File: src/rtl/regfile_pkg.sv
// regfile_pkg: shared register-file constants and the WB latch bundle type
package regfile_pkg;
  localparam int DATA_W = 32;
  localparam int REG_ADDR_W = 5;
  localparam int NUM_REGS = 32;
  localparam int REG_ZERO = 0;
  typedef struct packed {
    logic valid;
    logic regwrite;
    logic [REG_ADDR_W-1:0] rd;
    logic [DATA_W-1:0] data;
  } wb_bundle_t;
endpackage

File: src/rtl/wb_commit_stage_if.sv
// wb_commit_stage_if: MEM-side capture inputs and register-file write-port outputs (+ bypass ports under WB_BYPASS_EN)
interface wb_commit_stage_if #(parameter int CNT_W = 32);
  import regfile_pkg::*;
  logic mem_valid;
  logic mem_regwrite;
  logic [REG_ADDR_W-1:0] mem_rd;
  logic [DATA_W-1:0] mem_data;
  logic stall;
  logic flush;
  logic [NUM_REGS-1:0] reg_we;
  logic [DATA_W-1:0] reg_datain;
  logic wb_busy;
  logic [CNT_W-1:0] commit_count;
`ifdef WB_BYPASS_EN
  logic [REG_ADDR_W-1:0] dec_rs_a;
  logic [REG_ADDR_W-1:0] dec_rs_b;
  logic [DATA_W-1:0] byp_data;
  logic fwd_a;
  logic fwd_b;
  modport master (output mem_valid, mem_regwrite, mem_rd, mem_data, stall, flush, dec_rs_a, dec_rs_b,
                  input reg_we, reg_datain, wb_busy, commit_count, byp_data, fwd_a, fwd_b);
  modport slave (input mem_valid, mem_regwrite, mem_rd, mem_data, stall, flush, dec_rs_a, dec_rs_b,
                 output reg_we, reg_datain, wb_busy, commit_count, byp_data, fwd_a, fwd_b);
`else
  modport master (output mem_valid, mem_regwrite, mem_rd, mem_data, stall, flush,
                  input reg_we, reg_datain, wb_busy, commit_count);
  modport slave (input mem_valid, mem_regwrite, mem_rd, mem_data, stall, flush,
                 output reg_we, reg_datain, wb_busy, commit_count);
`endif
endinterface

File: src/rtl/dec_onehot_5to32.sv
// dec_onehot_5to32: enabled 5-to-32 one-hot decoder with bit 0 (zero register) masked; ports en, idx -> onehot
module dec_onehot_5to32 (
  input  logic        en,
  input  logic [4:0]  idx,
  output logic [31:0] onehot
);
  assign onehot = (en && idx != 5'd0) ? 32'd1 << idx : '0;
endmodule

File: src/rtl/wb_commit_stage.sv
// wb_commit_stage: MEM/WB latch driving one-hot register writes, committing each write once across stalls and counting commits
// Ports: clock, clear (async active-high), bus (wb_commit_stage_if.slave). Option WB_BYPASS_EN adds decode forwarding.
module wb_commit_stage
  import regfile_pkg::*;
#(parameter int CNT_W = 32) (
  input logic clock,
  input logic clear,
  wb_commit_stage_if.slave bus
);
  wb_bundle_t wb;
  logic committed;
  logic do_write;
  logic live_rd;
  logic [CNT_W-1:0] count;
  assign live_rd = wb.valid && wb.regwrite && wb.rd != REG_ADDR_W'(REG_ZERO);
  assign do_write = live_rd && !committed;
  always_ff @(posedge clock or posedge clear)
    if (clear) begin
      wb <= '0;
      committed <= 1'b0;
      count <= '0;
    end else begin
      if (!bus.stall) begin
        wb <= '{bus.mem_valid & ~bus.flush, bus.mem_regwrite, bus.mem_rd, bus.mem_data};
        committed <= 1'b0;
      end else begin
        if (bus.flush) wb.valid <= 1'b0;
        // a stalled instruction writes once, then stays quiet until replaced
        if (do_write) committed <= 1'b1;
      end
      if (do_write) count <= count + CNT_W'(1);
    end
  dec_onehot_5to32 u_dec (.en(do_write), .idx(wb.rd), .onehot(bus.reg_we));
  assign bus.reg_datain = wb.data;
  assign bus.wb_busy = do_write;
  assign bus.commit_count = count;
`ifdef WB_BYPASS_EN
  // forwarding ignores committed: the value is still the newest for that register
  assign bus.byp_data = wb.data;
  assign bus.fwd_a = live_rd && wb.rd == bus.dec_rs_a;
  assign bus.fwd_b = live_rd && wb.rd == bus.dec_rs_b;
`endif
endmodule
File: src/flat_wrapper.sv
// flat-port wrapper written by rule: the top's interface ports become plain ports
module wb_commit_stage_flat import regfile_pkg::*;
#(parameter int CNT_W = 32)
  (clock, clear, bus_mem_valid, bus_mem_regwrite, bus_mem_rd, bus_mem_data, bus_stall, bus_flush, bus_reg_we, bus_reg_datain, bus_wb_busy, bus_commit_count);
  wb_commit_stage_if #(.CNT_W(CNT_W)) bus_i ();
  input logic clock;
  input logic clear;
  input wire logic [$bits(bus_i.mem_valid)-1:0] bus_mem_valid;
  input wire logic [$bits(bus_i.mem_regwrite)-1:0] bus_mem_regwrite;
  input wire logic [$bits(bus_i.mem_rd)-1:0] bus_mem_rd;
  input wire logic [$bits(bus_i.mem_data)-1:0] bus_mem_data;
  input wire logic [$bits(bus_i.stall)-1:0] bus_stall;
  input wire logic [$bits(bus_i.flush)-1:0] bus_flush;
  output wire logic [$bits(bus_i.reg_we)-1:0] bus_reg_we;
  output wire logic [$bits(bus_i.reg_datain)-1:0] bus_reg_datain;
  output wire logic [$bits(bus_i.wb_busy)-1:0] bus_wb_busy;
  output wire logic [$bits(bus_i.commit_count)-1:0] bus_commit_count;
  assign bus_i.mem_valid = bus_mem_valid;
  assign bus_i.mem_regwrite = bus_mem_regwrite;
  assign bus_i.mem_rd = bus_mem_rd;
  assign bus_i.mem_data = bus_mem_data;
  assign bus_i.stall = bus_stall;
  assign bus_i.flush = bus_flush;
  assign bus_reg_we = bus_i.reg_we;
  assign bus_reg_datain = bus_i.reg_datain;
  assign bus_wb_busy = bus_i.wb_busy;
  assign bus_commit_count = bus_i.commit_count;
  wb_commit_stage #(.CNT_W(CNT_W)) u_core (.clock(clock), .clear(clear), .bus(bus_i));
endmodule
File: config.mk
export PLATFORM = sky130hd
export DESIGN_NAME = wb_commit_stage_flat
export DESIGN_NICKNAME = d
export VERILOG_FILES = /design/src/rtl/regfile_pkg.sv /design/src/rtl/wb_commit_stage_if.sv /design/src/rtl/dec_onehot_5to32.sv /design/src/rtl/wb_commit_stage.sv /design/src/flat_wrapper.sv
export SDC_FILE = /design/constraint.sdc
export NUM_CORES = 1
export LEC_CHECK = 0
export BUFFER_PORTS_ARGS = -buffer_cell sky130_fd_sc_hd__buf_2
export CORE_MARGIN = 3
export CORE_UTILIZATION = 49
export CTS_BUF_LIST = sky130_fd_sc_hd__clkbuf_16
export CTS_CLUSTER_SIZE = 25
export DETAILED_ROUTE_END_ITERATION = 6
export GPL_ROUTABILITY_DRIVEN = 0
export PLACE_DENSITY_LB_ADDON = 0.08
export REMOVE_ABC_BUFFERS = 1
export SLEW_MARGIN = 30
export SYNTH_ARGS = -nofsm -noshare
export SYNTH_HDL_FRONTEND = slang
export SYNTH_SLANG_ARGS = --single-unit
File: constraint.sdc
create_clock -name clock -period 3.24 [get_ports clock]
set_input_delay 0.648 -clock clock [delete_from_list [all_inputs] [get_ports clock]]
set_output_delay 0.648 -clock clock [all_outputs]
set_load 0.005 [all_outputs]
* After elaboration in Yosys (flattened, before gate mapping)
Cells that the tools add are included.
** Cells by class
- Add/subtract/negate cells :: 1
- Eq/ne operators :: 2
- Shift-type cells :: 1
- Multiplexer cells :: 5
- Bitwise operators :: 2
- Reduce and logical (&&, ||, !) cells :: 6
** Operators with widths (count)
- adder 32 x 1 -> 32 bit, second input constant :: 1
- two-way mux 32 bit :: 1
- left shift 1 x 5 -> 32 bit, first input constant :: 1
- nonzero test 5 bit :: 1
- logical AND 1 bit :: 4
- two-way mux 1 bit :: 4
- != test 2 x 1 -> 1 bit, second input constant :: 2
- AND 1 bit :: 1
- zero test 1 bit :: 1
- NOT 1 bit :: 1
** Storage, ports and cells
- Register bits :: 72
- Input bits :: 43
- Output and inout bits :: 97

* Logic depth before layout (Yosys ltp)
Gate-level depths: netlist of the first run.
- Word-level depth :: 5
- Gate-level depth with buffers :: 6

* By module
From an unflattened synthesis of the first run, not the netlist that was laid out.
** Unflattened totals
- Cells, all modules :: 306
- Area total of the unflattened synthesis :: 3463.3 um2
** By module, submodules not included
- wb_commit_stage :: instances 1, cells an instance 258, area each 3225.6 um2, seq. area each 1801.7 um2
- dec_onehot_5to32 :: instances 1, cells an instance 48, area each 237.7 um2, seq. area each 0.0 um2

* Least setup slack after synthesis of the first run
Ideal clock, no wire load.
- Path kind :: register to output
- From :: reg u_core.wb[34] (netlist bit)
- To :: out bus_wb_busy
- Arrival time :: 1.280 ns
- Data required time :: 2.592 ns
- Slack :: 1.312 ns
- Stages on the path, launching flop included :: 6
- Cells stage by stage :: dfrtp_1 clkbuf_1 or3_1 buf_2 nor3_1 nor2_1
** Between the ends
- Longest elaborated chain between the ends :: 3
** Ends and longest elaborated chain
- from (decl) :: line wb_commit_stage.sv:10 : wb_bundle_t wb;
- from (signal assigned) :: line wb_commit_stage.sv:24 : wb <= '{bus.mem_valid & ~bus.flush, bus.mem_regwrite, bus.mem_rd, bus.mem_data};
- nonzero test 5 bit :: line wb_commit_stage.sv:15 : assign live_rd = wb.valid && wb.regwrite && wb.rd != REG_ADDR_W'(REG_ZERO);
- logical AND 1 bit :: line wb_commit_stage.sv:15
- logical AND 1 bit :: line wb_commit_stage.sv:16 : assign do_write = live_rd && !committed;
- to (decl) :: line flat_wrapper.sv:16 : output wire logic [$bits(bus_i.wb_busy)-1:0] bus_wb_busy;
Every way passes these cells.

* Final worst setup path of the first run
- From :: reg u_core.wb[35] (netlist bit)
- To :: out bus_wb_busy
Same word-level chain as after synthesis.

==> results of run 1 <==
[metrics by stage]
step                      hold WS, ns  setup WS [ns]  cells  area [um2]  utilization, %
final                           0.423          0.778    519        4390            63.9
after global routing            0.468          0.657    519        4390            63.9
after CTS                       0.454          0.776    519        4380            63.8
after detailed placement        0.464           1.14    503        4040            58.8
after global placement          0.456           1.20    503        4040            58.8
after floorplan                 0.468          0.767    267        3190               -
[cell usage after synthesis (2+ instances only)]
cell      count
dfrtp_1      72
nor2_1       42
mux2_2       39
buf_4        34
xnor2_1      23
nand3_1      14
nand4_1      14
nand2_1      11
xor2_1        8
nor3_1        7
nand3b_1      5
and4_1        4
buf_2         4
clkbuf_1      4
nor4_1        4
and2_1        3
and3_1        3
buf_1         3
inv_1         3
or3b_2        2
[logic make-up after synthesis]
logic type      synth area share, %
fa+ha+maj                     0.357
simple gates                   17.0
xor+xnor                       7.74
buf+inv                        9.24
flops                          51.4
other cells                   0.107
mux                            12.8
compound gates                 1.39
[state kept, by name, summed over array words and instances (netlist names)]
signal and flops:
u_core.bus.commit_count 32, u_core.bus.reg_datain 32, u_core.committed 1, u_core.wb 7
[routing by layer]
layer  GRT usage, %  wire, um
met2           30.6      3620
met1           22.3      3060
met5              0         0
met3           5.92       623
met4           7.65        95
[worst max-delay path, stage by stage, from the launching register on]
cell and delay (ns):
dfrtp_1 0.46, or3_1 0.50, nor3_1 0.24, nor2_1 0.13
buf_2 0.16
[area by class of cell]
| cell class | instances | area (um2) | area share, % |
|---|---|---|---|
| clock buffers | 9 | 225 | 5.13 |
| clock inverters | 7 | 119 | 2.71 |
| inverters | 3 | 11.3 | 0.256 |
| multi-input cells | 192 | 1400 | 31.8 |
| flip-flops and latches | 72 | 1800 | 41.0 |
| well taps | 96 | 120 | 2.74 |
| repair buffers | 140 | 718 | 16.4 |
[final timing paths]
kind / startpoint / to / slack (ns)
worst max-delay path: u_core.wb[35] / bus_wb_busy / 0.78
worst min-delay path: clear / u_core.bus.reg_datain[29] / 0.42
worst max register to register: u_core.bus.commit_count[0] / u_core.bus.commit_count[30] / 1.33
worst min register to register: u_core.bus.commit_count[31] / u_core.bus.commit_count[31] / 0.46
max in group asynchronous: clear / u_core.bus.reg_datain[15] / 2.16
min in group clock: u_core.bus.commit_count[31] / u_core.bus.commit_count[31] / 0.46
[power groups by stage]
stage	combinational (mW)	clock (mW)	sequential, mW
floorplan	0.119	0	1.05
global placement	0.256	0	1.05
detailed placement	0.259	0	1.06
CTS	0.260	1.15	1.04
global route	0.284	1.19	1.05
finish	0.256	1.13	1.04
[layout by cell type, fill, tap and decap left out, drive strengths merged, types with 2 or more instances in the layout]
master	netlist	routed
nor4	4	4
dfrtp	72	72
nand3	15	15
nand3b	5	5
bufinv	0	3
mux2	39	39
xor2	8	8
nand4	14	14
and4	4	4
nor3	7	7
and3	4	4
or3b	2	2
inv	3	6
xnor2	23	23
and2	3	3
clkbuf	4	9
buf	42	140
nand2	11	11
nor2	42	42
==> metrics.log, run 1 <==
INFO  metric outcome = finished clean
INFO  metric synth.area.top_cells = dfrtp_1 51%, mux2_2 13%, buf_4 7.3%, xnor2_1 5.7%, nor2_1 4.5%
INFO  metric unrepaired_setup_endpoints_after_global_routing = no
INFO  metric synth_cell_type_count = 34
INFO  metric hold_viol_final = 0
INFO  metric detail-route-antenna-nets = 0
INFO  metric number_of_flops_mapped_to_enable_cells_by_yosys = 0
INFO  metric fin_crit_sh = 76.0%
INFO  metric syn-mean-instance-area = 11.2 um2
INFO  metric grt_pass1_vias = 2625
INFO  metric avgRoutedWirePerCell = 14.2 um
INFO  metric clockBufferDepth = 2
INFO  metric hold_buffers = 0
INFO  metric power.net_switching = 0.558 mW
INFO  metric clock_tree.root_cell = clkbuf_16
INFO  metric floorplan.io_pins = 140
INFO  metric postCtsResizedCells = 0
INFO  metric dr.pass1.iters = 5
INFO  metric share_of_cells_above_drive_strength_1 = 48.2%
INFO  metric drc = 0
INFO  metric async_reset_ff_share = 100%
INFO  metric grt_antenna_before_repair = 0
INFO  metric ys_warn_count = 0
INFO  metric power_leakage = 2.18 nW
INFO  metric totalPowerFinal = 2.42 mW
INFO  metric cellPowerDensity = 551 mW/mm2
INFO  metric required = 2.59 ns
INFO  metric synth_top_cell_by_area = dfrtp_1
INFO  metric worst_setup_path_end_kind = primary output
INFO  metric criticalPathCategory = flip-flop to primary output
INFO  metric cts_buffers = 9
INFO  metric dieArea = 0.00821 mm2
INFO  metric critical_path.startpoint_type = flip-flop
INFO  metric tritoncts = done
INFO  metric fin_crit = 2.46 ns
INFO  metric synth_top_area_share = 51.4%
INFO  metric antenna_cells_inserted = 0
INFO  metric die_h = 90.6 um
INFO  metric htreeDepth = 3
INFO  metric dominantRegCellSynth = dfrtp_1
INFO  metric p_int = 1.86 mW
INFO  metric clock_power_share = 46.5%
INFO  metric post-cts-setup-buffer-count = 0
INFO  metric start_util = 51.1%
INFO  metric hold_class = input pin to async pin
INFO  metric port_buffers = 138
INFO  metric data_arrival_critical_path = 1.81 ns
INFO  metric synthesis.area = 0.00351 mm2
INFO  metric final-setup-viol-count = 0
INFO  metric worst_skew_pair.late_latency = 0.32 ns
INFO  metric viasPerCell = 5.02
INFO  metric drtIter0Drc = 93
INFO  metric flow.area_growth_from_synthesis = 25.2%
INFO  metric chipWidth = 90.6 um
INFO  metric grt_overflow = 0
INFO  metric vias = 2607
INFO  metric totalWireLength = 7390 um
INFO  metric global_route_wire_length_before_repair = 12300 um
INFO  metric power.switching_fraction = 23.0%
INFO  metric tritoncts_num_sinks = 72
INFO  metric ys_seq_area_share = 51.4%
INFO  metric syn_inst = 313
INFO  metric power_frac_seq = 42.9%
INFO  metric irDropWorstVdd = 0.000456 V
INFO  metric nNetsFinal = 462
INFO  metric timing.setup.tns = 0 ns
INFO  metric maxCapViolCount = 0
INFO  metric layout.filler_cells = 591
INFO  metric grt_use_total = 18.5%
INFO  metric crit_fanout = 10
INFO  metric timing_max_transition_violations_final = 0
INFO  metric worstMarginPinSlew = 0.856 ns
INFO  metric core = 0.00687 mm2
INFO  metric skew = 0.00275 ns
INFO  metric achievable_freq = 406 MHz
INFO  metric grt_start_max_net_pins = 41
INFO  metric worstRegToRegCells = 5
INFO  metric ys_seq_elements = 72
INFO  metric std_cell_rows = 30
INFO  metric timing.slew.headroom = 42.9%
INFO  metric cts.reportedPaths.clkPinSlew = 0.06 ns
INFO  metric place_hpwl = 5360 um
INFO  metric power.combinational.fraction = 10.6%
Note: power is estimated with default switching activity, not from simulation.
==> run 2, diff against run 1 <==
--- a/config.mk
+++ b/config.mk
@@ -5,9 +5,10 @@
 export SDC_FILE = /design/constraint.sdc
 export NUM_CORES = 1
 export LEC_CHECK = 0
+export ABC_AREA = 1
 export BUFFER_PORTS_ARGS = -buffer_cell sky130_fd_sc_hd__buf_2
 export CORE_MARGIN = 3
-export CORE_UTILIZATION = 49
+export CORE_UTILIZATION = 45
 export CTS_BUF_LIST = sky130_fd_sc_hd__clkbuf_16
 export CTS_CLUSTER_SIZE = 25
 export DETAILED_ROUTE_END_ITERATION = 6
==> constraint.sdc (replaced) <==
create_clock -name clock -period 2.09 [get_ports clock]
set_input_delay 0.418 -clock clock [delete_from_list [all_inputs] [get_ports clock]]
set_output_delay 0.418 -clock clock [all_outputs]
set_load 0.005 [all_outputs]
==> run 2 against run 1 <==
Compared with the run above:
- synthesized area grew 12%
- core utilization shrank 6.5 points
- clock power grew 35%
- sequential power grew 53%
- die area grew 20%
- via count grew 31%
- first-iteration DRC count grew 69%
- design area grew 9.1%
- sequential cell count is the same
- critical path depth grew 3
- register-to-register slack lost 0.89 ns
- sequential share of layout area shrank 3.4 points
==> metrics.log, run 2 <==
INFO  metric synth.area.top_cells = dfrtp_1 46%, nand2_1 17%, buf_4 6.9%, nor2_1 6.1%, nand4_1 3.8%
INFO  metric grt_pass1_vias = 3148
INFO  metric skew = 0.00771 ns
INFO  metric layout_common_cells = 182 x nand2_1, 138 x buf_2, 70 x dfrtp_1, 64 x nor2_1, 31 x inv_1
INFO  metric cts.reportedPaths.clkPinSlew = 0.06 ns
INFO  metric drc = 0
INFO  metric clockBufferDepth = 2
INFO  metric grt_use_total = 18.9%
INFO  metric fin_crit_sh = 95.4%
INFO  metric share_of_cells_above_drive_strength_1 = 31.1%
INFO  metric flow.area_growth_from_synthesis = 22.3%
INFO  metric dieArea = 0.00985 mm2
INFO  metric required = 1.67 ns
INFO  metric holdWs = 0.170 ns
INFO  metric totalWireLength = 9250 um
INFO  metric power_leakage = 2.56 nW
INFO  metric post_synth_fa_ha_maj_area_fraction = 0.320%
INFO  metric timing.final.ws_setup = 0.0956 ns
INFO  metric cts_buffers = 9
INFO  metric final_common_cell = nand2_1
INFO  metric synth_top_area_share = 46.0%
INFO  metric synth_top_family_by_area = simple AND/OR/NAND/NOR gates
INFO  metric critical_path.reg2reg.endpoint = u_core.bus.commit_count[20]
INFO  metric std_cell_rows = 33
INFO  metric vias = 3417
INFO  metric hold_buffers = 0
INFO  metric achievable_freq = 501 MHz
INFO  metric grt_start_max_net_pins = 73
INFO  metric detailedPlace.worstSlack = 0.249 ns
INFO  metric syn_inst = 502
INFO  metric drtIter0Drc = 157
INFO  metric global_route_wire_length_before_repair = 15100 um
INFO  metric irDropWorstVdd = 0.000434 V
INFO  metric antenna_cells_inserted = 0
INFO  metric crit_fanout = 15
INFO  metric synth_compound_gate_area_share = 0.767%
INFO  metric grt_antenna_before_repair = 0
INFO  metric totalPowerFinal = 3.56 mW
INFO  metric critical_path.startpoint_type = flip-flop
INFO  metric hold_class = input pin to async pin
INFO  metric critical-path-top-cell-by-count = nand2_4
INFO  metric outcome = finished clean
INFO  metric crit-reg2reg-launch = u_core.wb[32]
INFO  metric r2r_setup_slack = 0.44 ns
INFO  metric die_h = 99.3 um
INFO  metric dpl-instance-area = 0.00445 mm2
INFO  metric core = 0.00834 mm2
INFO  metric htreeDepth = 3
INFO  metric timing.critical_path.cells = nor2_8 -> nand3_4 -> nand2_4 -> nor2_4 -> nand2_4 -> nor2_1 -> buf_2
INFO  metric fin_crit = 1.99 ns
INFO  metric place_hpwl = 6740 um
INFO  metric worstRegToRegCells = 8
INFO  metric maxCapViolCount = 0
INFO  metric yosys.area_share.simple = 36.2%
INFO  metric worst_skew_pair.late_latency = 0.33 ns
INFO  metric xor_xnor_fraction_of_synth_area = 4.03%
INFO  metric worst_setup_path_end_kind = primary output
INFO  metric most_instantiated_library_cell_after_synthesis = nand2_1
INFO  metric timing.setup.tns = 0 ns
INFO  metric synth_common_cells = 182 x nand2_1, 72 x dfrtp_1, 64 x nor2_1
INFO  metric synthesis.area = 0.00391 mm2
INFO  metric ys_seq_elements = 72
INFO  metric grt_overflow = 0
INFO  metric synth_top_cell_by_area = dfrtp_1
INFO  metric slowest_delay = 0.47 ns
INFO  metric dr.pass1.iters = 5
INFO  metric data_arrival_critical_path = 1.58 ns
INFO  metric tritoncts_num_sinks = 72
INFO  metric chipWidth = 99.3 um
INFO  metric final-setup-viol-count = 0
INFO  metric timing_max_transition_violations_final = 0
INFO  metric number_of_flops_mapped_to_enable_cells_by_yosys = 0
INFO  metric criticalPathCategory = flip-flop to primary output
INFO  metric hold_viol_final = 0
INFO  metric critPathSlowestCell = dfrtp_2
INFO  metric avgRoutedWirePerCell = 12.8 um
INFO  metric yosys-mux-area-fraction = 0%
INFO  metric async_reset_ff_share = 100%
INFO  metric cellPowerDensity = 744 mW/mm2
INFO  metric clock_tree.root_cell = clkbuf_16
INFO  metric dominantRegCellSynth = dfrtp_1
INFO  metric port_buffers = 138
INFO  metric start_util = 46.9%
INFO  metric unrepaired_setup_endpoints_after_global_routing = yes
INFO  metric synth_cell_type_count = 28
INFO  metric final_design_area_no_fill = 0.00479 mm2
INFO  metric ys_warn_count = 0
INFO  metric syn-mean-instance-area = 7.80 um2
INFO  metric ys_seq_area_share = 46.0%
INFO  metric nNetsFinal = 656
INFO  metric detail-route-antenna-nets = 0
INFO  metric viasPerCell = 4.73
INFO  metric tritoncts = done
INFO  metric floorplan.io_pins = 140
run 2: changes by cell type after synthesis, moves of 5 or more:
cell	before	now
nand2_1	11	182
mux2_2	39	0
inv_1	3	31
nor2_1	42	64
xnor2_1	23	8
nor2_2	0	13
nand4_1	14	24
nand3_1	14	22
nor3_1	7	2
o21ai_0	0	5
run 2: repair_timing:
action / CTS / global route
cloned: 0 / 0
gates resized for setup: 2 / 1
setup endpoints to repair: 21 / 26
setup buffers: 0 / 5
run 2: cells by family (layout without fill, tap and decap cells):
family | Yosys count | in the layout
AND/OR/NAND/NOR | 320 | 320
buffers and inverters | 84 | 199
flip-flops | 72 | 72
XOR/XNOR | 18 | 18
AO/OA/AOI/OAI | 6 | 6
adder cells (fa/ha/maj) | 1 | 1
other | 1 | 1
run 2: stage by stage:
step | util [%] | instances
floorplan | - | 451
global placement | 53.3 | 701
detailed placement | 53.3 | 701
CTS | 56.9 | 717
global route | 57.4 | 722
finish | 57.4 | 722
run 2: area by class of cell:
cell class,count,area [um2]
Timing Repair Buffer,150,806
Fill cell,841,3550
Inverter,33,124
Clock inverter,7,72.6
Multi-Input combinational cell,346,1630
Clock buffer,9,225
Tap cell,105,131
Sequential cell,72,1800
run 2: worst max-delay path by stage:
stage | startpoint | endpoint | slack [ns] | cells after the start
after floorplan | clear | u_core.bus.commit_count[0] | -0.15 | 1
after global placement | u_core.wb[32] | bus_reg_we[18] | 0.35 | 7
after detailed placement | u_core.wb[32] | bus_reg_we[16] | 0.25 | 7
after CTS | u_core.wb[32] | bus_reg_we[16] | 0.007 | 7
after global routing | u_core.wb[32] | bus_reg_we[1] | -0.02 | 7
final | u_core.wb[32] | bus_reg_we[1] | 0.1 | 7
run 2: metal layers:
metal	vias to the layer above	routed length (um)	track usage, %
li1	1750	-	-
met2	95	4450	30.3
met3	15	509	3.51
met5	-	0	0
met1	1557	4110	25.2
met4	0	180	7.88
run 2: worst max-delay path, delay by kind of cell (launching register included):
| kind | cells | cell delay, ns |
|---|---|---|
| and+or+nand+nor | 6 | 0.64 |
| DFF | 1 | 0.47 |
| buffers and inverters | 1 | 0.13 |
run 2: where the power goes:
| part | switching [mW] | leakage (nW) | total [mW] | internal (mW) |
|---|---|---|---|---|
| Clock | 0.596 | 0.147 | 1.52 | 0.925 |
| Sequential | 0.0894 | 0.929 | 1.59 | 1.50 |
| Combinational | 0.259 | 1.48 | 0.454 | 0.195 |
| Total | 0.945 | 2.56 | 3.56 | 2.62 |
==> run 3, diff against run 2 <==
--- a/config.mk
+++ b/config.mk
@@ -7,7 +7,6 @@
 export LEC_CHECK = 0
 export ABC_AREA = 1
 export BUFFER_PORTS_ARGS = -buffer_cell sky130_fd_sc_hd__buf_2
-export CORE_MARGIN = 3
 export CORE_UTILIZATION = 45
 export CTS_BUF_LIST = sky130_fd_sc_hd__clkbuf_16
 export CTS_CLUSTER_SIZE = 25
==> run 3 against run 2 <==
Compared with the run above:
- total power is 2.4% lower
- final cell count decreased by 0.28%
- sequential share of layout area rose by 0.14 points
- die area shrank 7.9%
- non-clock buffer count shrank 2
- sequential cell count unchanged
- via count down 0.50%
- core utilization barely moved
- clock-buffer cell count is the same
- worst hold slack got worse by 0.040 ns
- critical path type unchanged
- global-route usage up 1.9 points
- register-to-register slack better by 0.04 ns
- largest power group unchanged
==> metrics.log, run 3 (synthesis gave the netlist of run 2 again) <==
INFO  metric outcome = finished clean
INFO  metric data_arrival_critical_path = 1.57 ns
INFO  metric power_leakage = 2.54 nW
INFO  metric crit_fanout = 15
INFO  metric totalWireLength = 8950 um
INFO  metric vias = 3400
INFO  metric detail-route-antenna-nets = 0
INFO  metric critical_path.reg2reg.endpoint = u_core.bus.commit_count[14]
INFO  metric cts_buffers = 9
INFO  metric finalCoreUtilization = 57.4%
INFO  metric grt_start_max_net_pins = 38
INFO  metric hold_class = input pin to async pin
INFO  metric chipWidth = 95.3 um
INFO  metric stdcell_count = 720
INFO  metric required = 1.67 ns
INFO  metric multiInputGateArea = 0.00163 mm2
INFO  metric viasPerCell = 4.72
INFO  metric worst_skew_pair.late_latency = 0.33 ns
INFO  metric grt_use_total = 20.8%
INFO  metric timing.slew.headroom = 63.4%
INFO  metric cts.reportedPaths.clkPinSlew = 0.06 ns
INFO  metric drc = 0
INFO  metric grt_antenna_before_repair = 0
INFO  metric drtIter0Drc = 138
INFO  metric dpl-instance-area = 0.00447 mm2
INFO  metric maxCapViolCount = 0
INFO  metric tritoncts = done
INFO  metric total_area_of_sequential_cells = 0.00180 mm2
INFO  metric hold_viol_final = 0
INFO  metric global_route_wire_length_before_repair = 14600 um
INFO  metric timing.setup.tns = 0 ns
INFO  metric criticalPathCategory = flip-flop to primary output
INFO  metric antenna_cells_inserted = 0
INFO  metric nNetsFinal = 654
INFO  metric port_buffers = 138
INFO  metric htreeDepth = 3
INFO  metric grt_pass1_vias = 3201
INFO  metric worstMarginPinSlew = 0.548 ns
INFO  metric fin_crit = 1.99 ns
INFO  metric critPathLaunch = u_core.wb[36]
INFO  metric grt_busiest_layer = met2
INFO  metric holdWs = 0.130 ns
INFO  metric groute.layer.met1.usage = 24.9%
INFO  metric achievable_freq = 502 MHz
INFO  metric tritoncts_num_sinks = 72
INFO  metric final_design_area_no_fill = 0.00477 mm2
INFO  metric irDropWorstVdd = 0.000329 V
INFO  metric dr.pass1.iters = 4
INFO  metric clockBufferDepth = 2
INFO  metric layout_common_cells = 182 x nand2_1, 138 x buf_2, 71 x dfrtp_1, 64 x nor2_1, 30 x inv_1
INFO  metric flow.area_growth_from_synthesis = 21.8%
INFO  metric grt_overflow = 0
INFO  metric numPlacedInstances = 702
INFO  metric avgRoutedWirePerCell = 12.4 um
INFO  metric place_hpwl = 6530 um
INFO  metric final-setup-viol-count = 0
INFO  metric timing_max_transition_violations_final = 0
INFO  metric cellPowerDensity = 730 mW/mm2
INFO  metric clock_tree.root_cell = clkbuf_16
INFO  metric globalRouteMet2Util = 36.2%
INFO  metric floorplan.io_pins = 140
INFO  metric worst_setup_path_end_kind = primary output
INFO  metric die_h = 95.3 um
INFO  metric start_util = 47.2%
INFO  metric core = 0.00830 mm2
INFO  metric final_common_cell = nand2_1
INFO  metric unrepaired_setup_endpoints_after_global_routing = no
INFO  metric dieArea = 0.00907 mm2
INFO  metric std_cell_rows = 33
INFO  metric r2r_setup_slack = 0.48 ns
INFO  metric share_of_cells_above_drive_strength_1 = 30.9%
INFO  metric worstRegToRegCells = 7
INFO  metric skew = 0.0132 ns
INFO  metric critical_path.startpoint_type = flip-flop
INFO  metric globalRouteMet3Util = 5.50%
INFO  metric layout.filler_cells = 804
INFO  metric fin_crit_sh = 95.2%
INFO  metric crit-reg2reg-launch = u_core.bus.commit_count[1]
## run 3: timing repair
action / CTS / global route
resized for setup: 1 / 1
endpoints found under the setup margin: 30 / 16
hold buffers: 0 / 0
buffers inserted: 0 / 2
## run 3: where the power goes
part	leakage, nW	internal (mW)	switching (mW)
combinational	1.47	0.192	0.257
sequential	0.930	1.50	0.0889
clock	0.132	0.813	0.628
## run 3: area by class of cell
class / instances / area share [%]
inverters: 33 / 2.60
flip-flops and latches: 72 / 37.8
repair buffers: 148 / 16.9
clock inverters: 7 / 1.15
well taps: 105 / 2.76
clock buffers: 9 / 4.72
multi-input cells: 346 / 34.1
## run 3: critical path, stage by stage, from the launching register on
cell     delay [ns]
dfrtp_1        0.40
inv_2          0.09
nand3_4        0.10
nand2_4        0.06
nor2_4         0.18
nand2_4        0.17
nor2_1         0.12
buf_2          0.12
## run 3: per-layer routing
| metal | vias up | share of wire, % |
|---|---|---|
| met5 | - | 0 |
| met4 | 0 | 0.82 |
| met3 | 6 | 4.7 |
| met2 | 86 | 50 |
| met1 | 1565 | 44 |
| li1 | 1743 | - |
## run 3: worst max-delay path by stage
stage	slack, ns	cells after the start	endpoint
floorplan	-0.15	1	u_core.bus.commit_count[0]
global placement	0.33	7	bus_reg_we[16]
detailed placement	0.27	7	bus_reg_we[16]
CTS	0.01	7	bus_reg_we[16]
global route	0.0003	7	bus_reg_we[2]
finish	0.1	7	bus_reg_we[2]
## run 3: metrics by stage
step	setup WS, ns	power (mW)
after global routing	0.000293	3.65
after floorplan	-0.153	1.83
final	0.0997	3.48
after CTS	0.0143	3.51
after detailed placement	0.267	2.06
after global placement	0.329	2.05
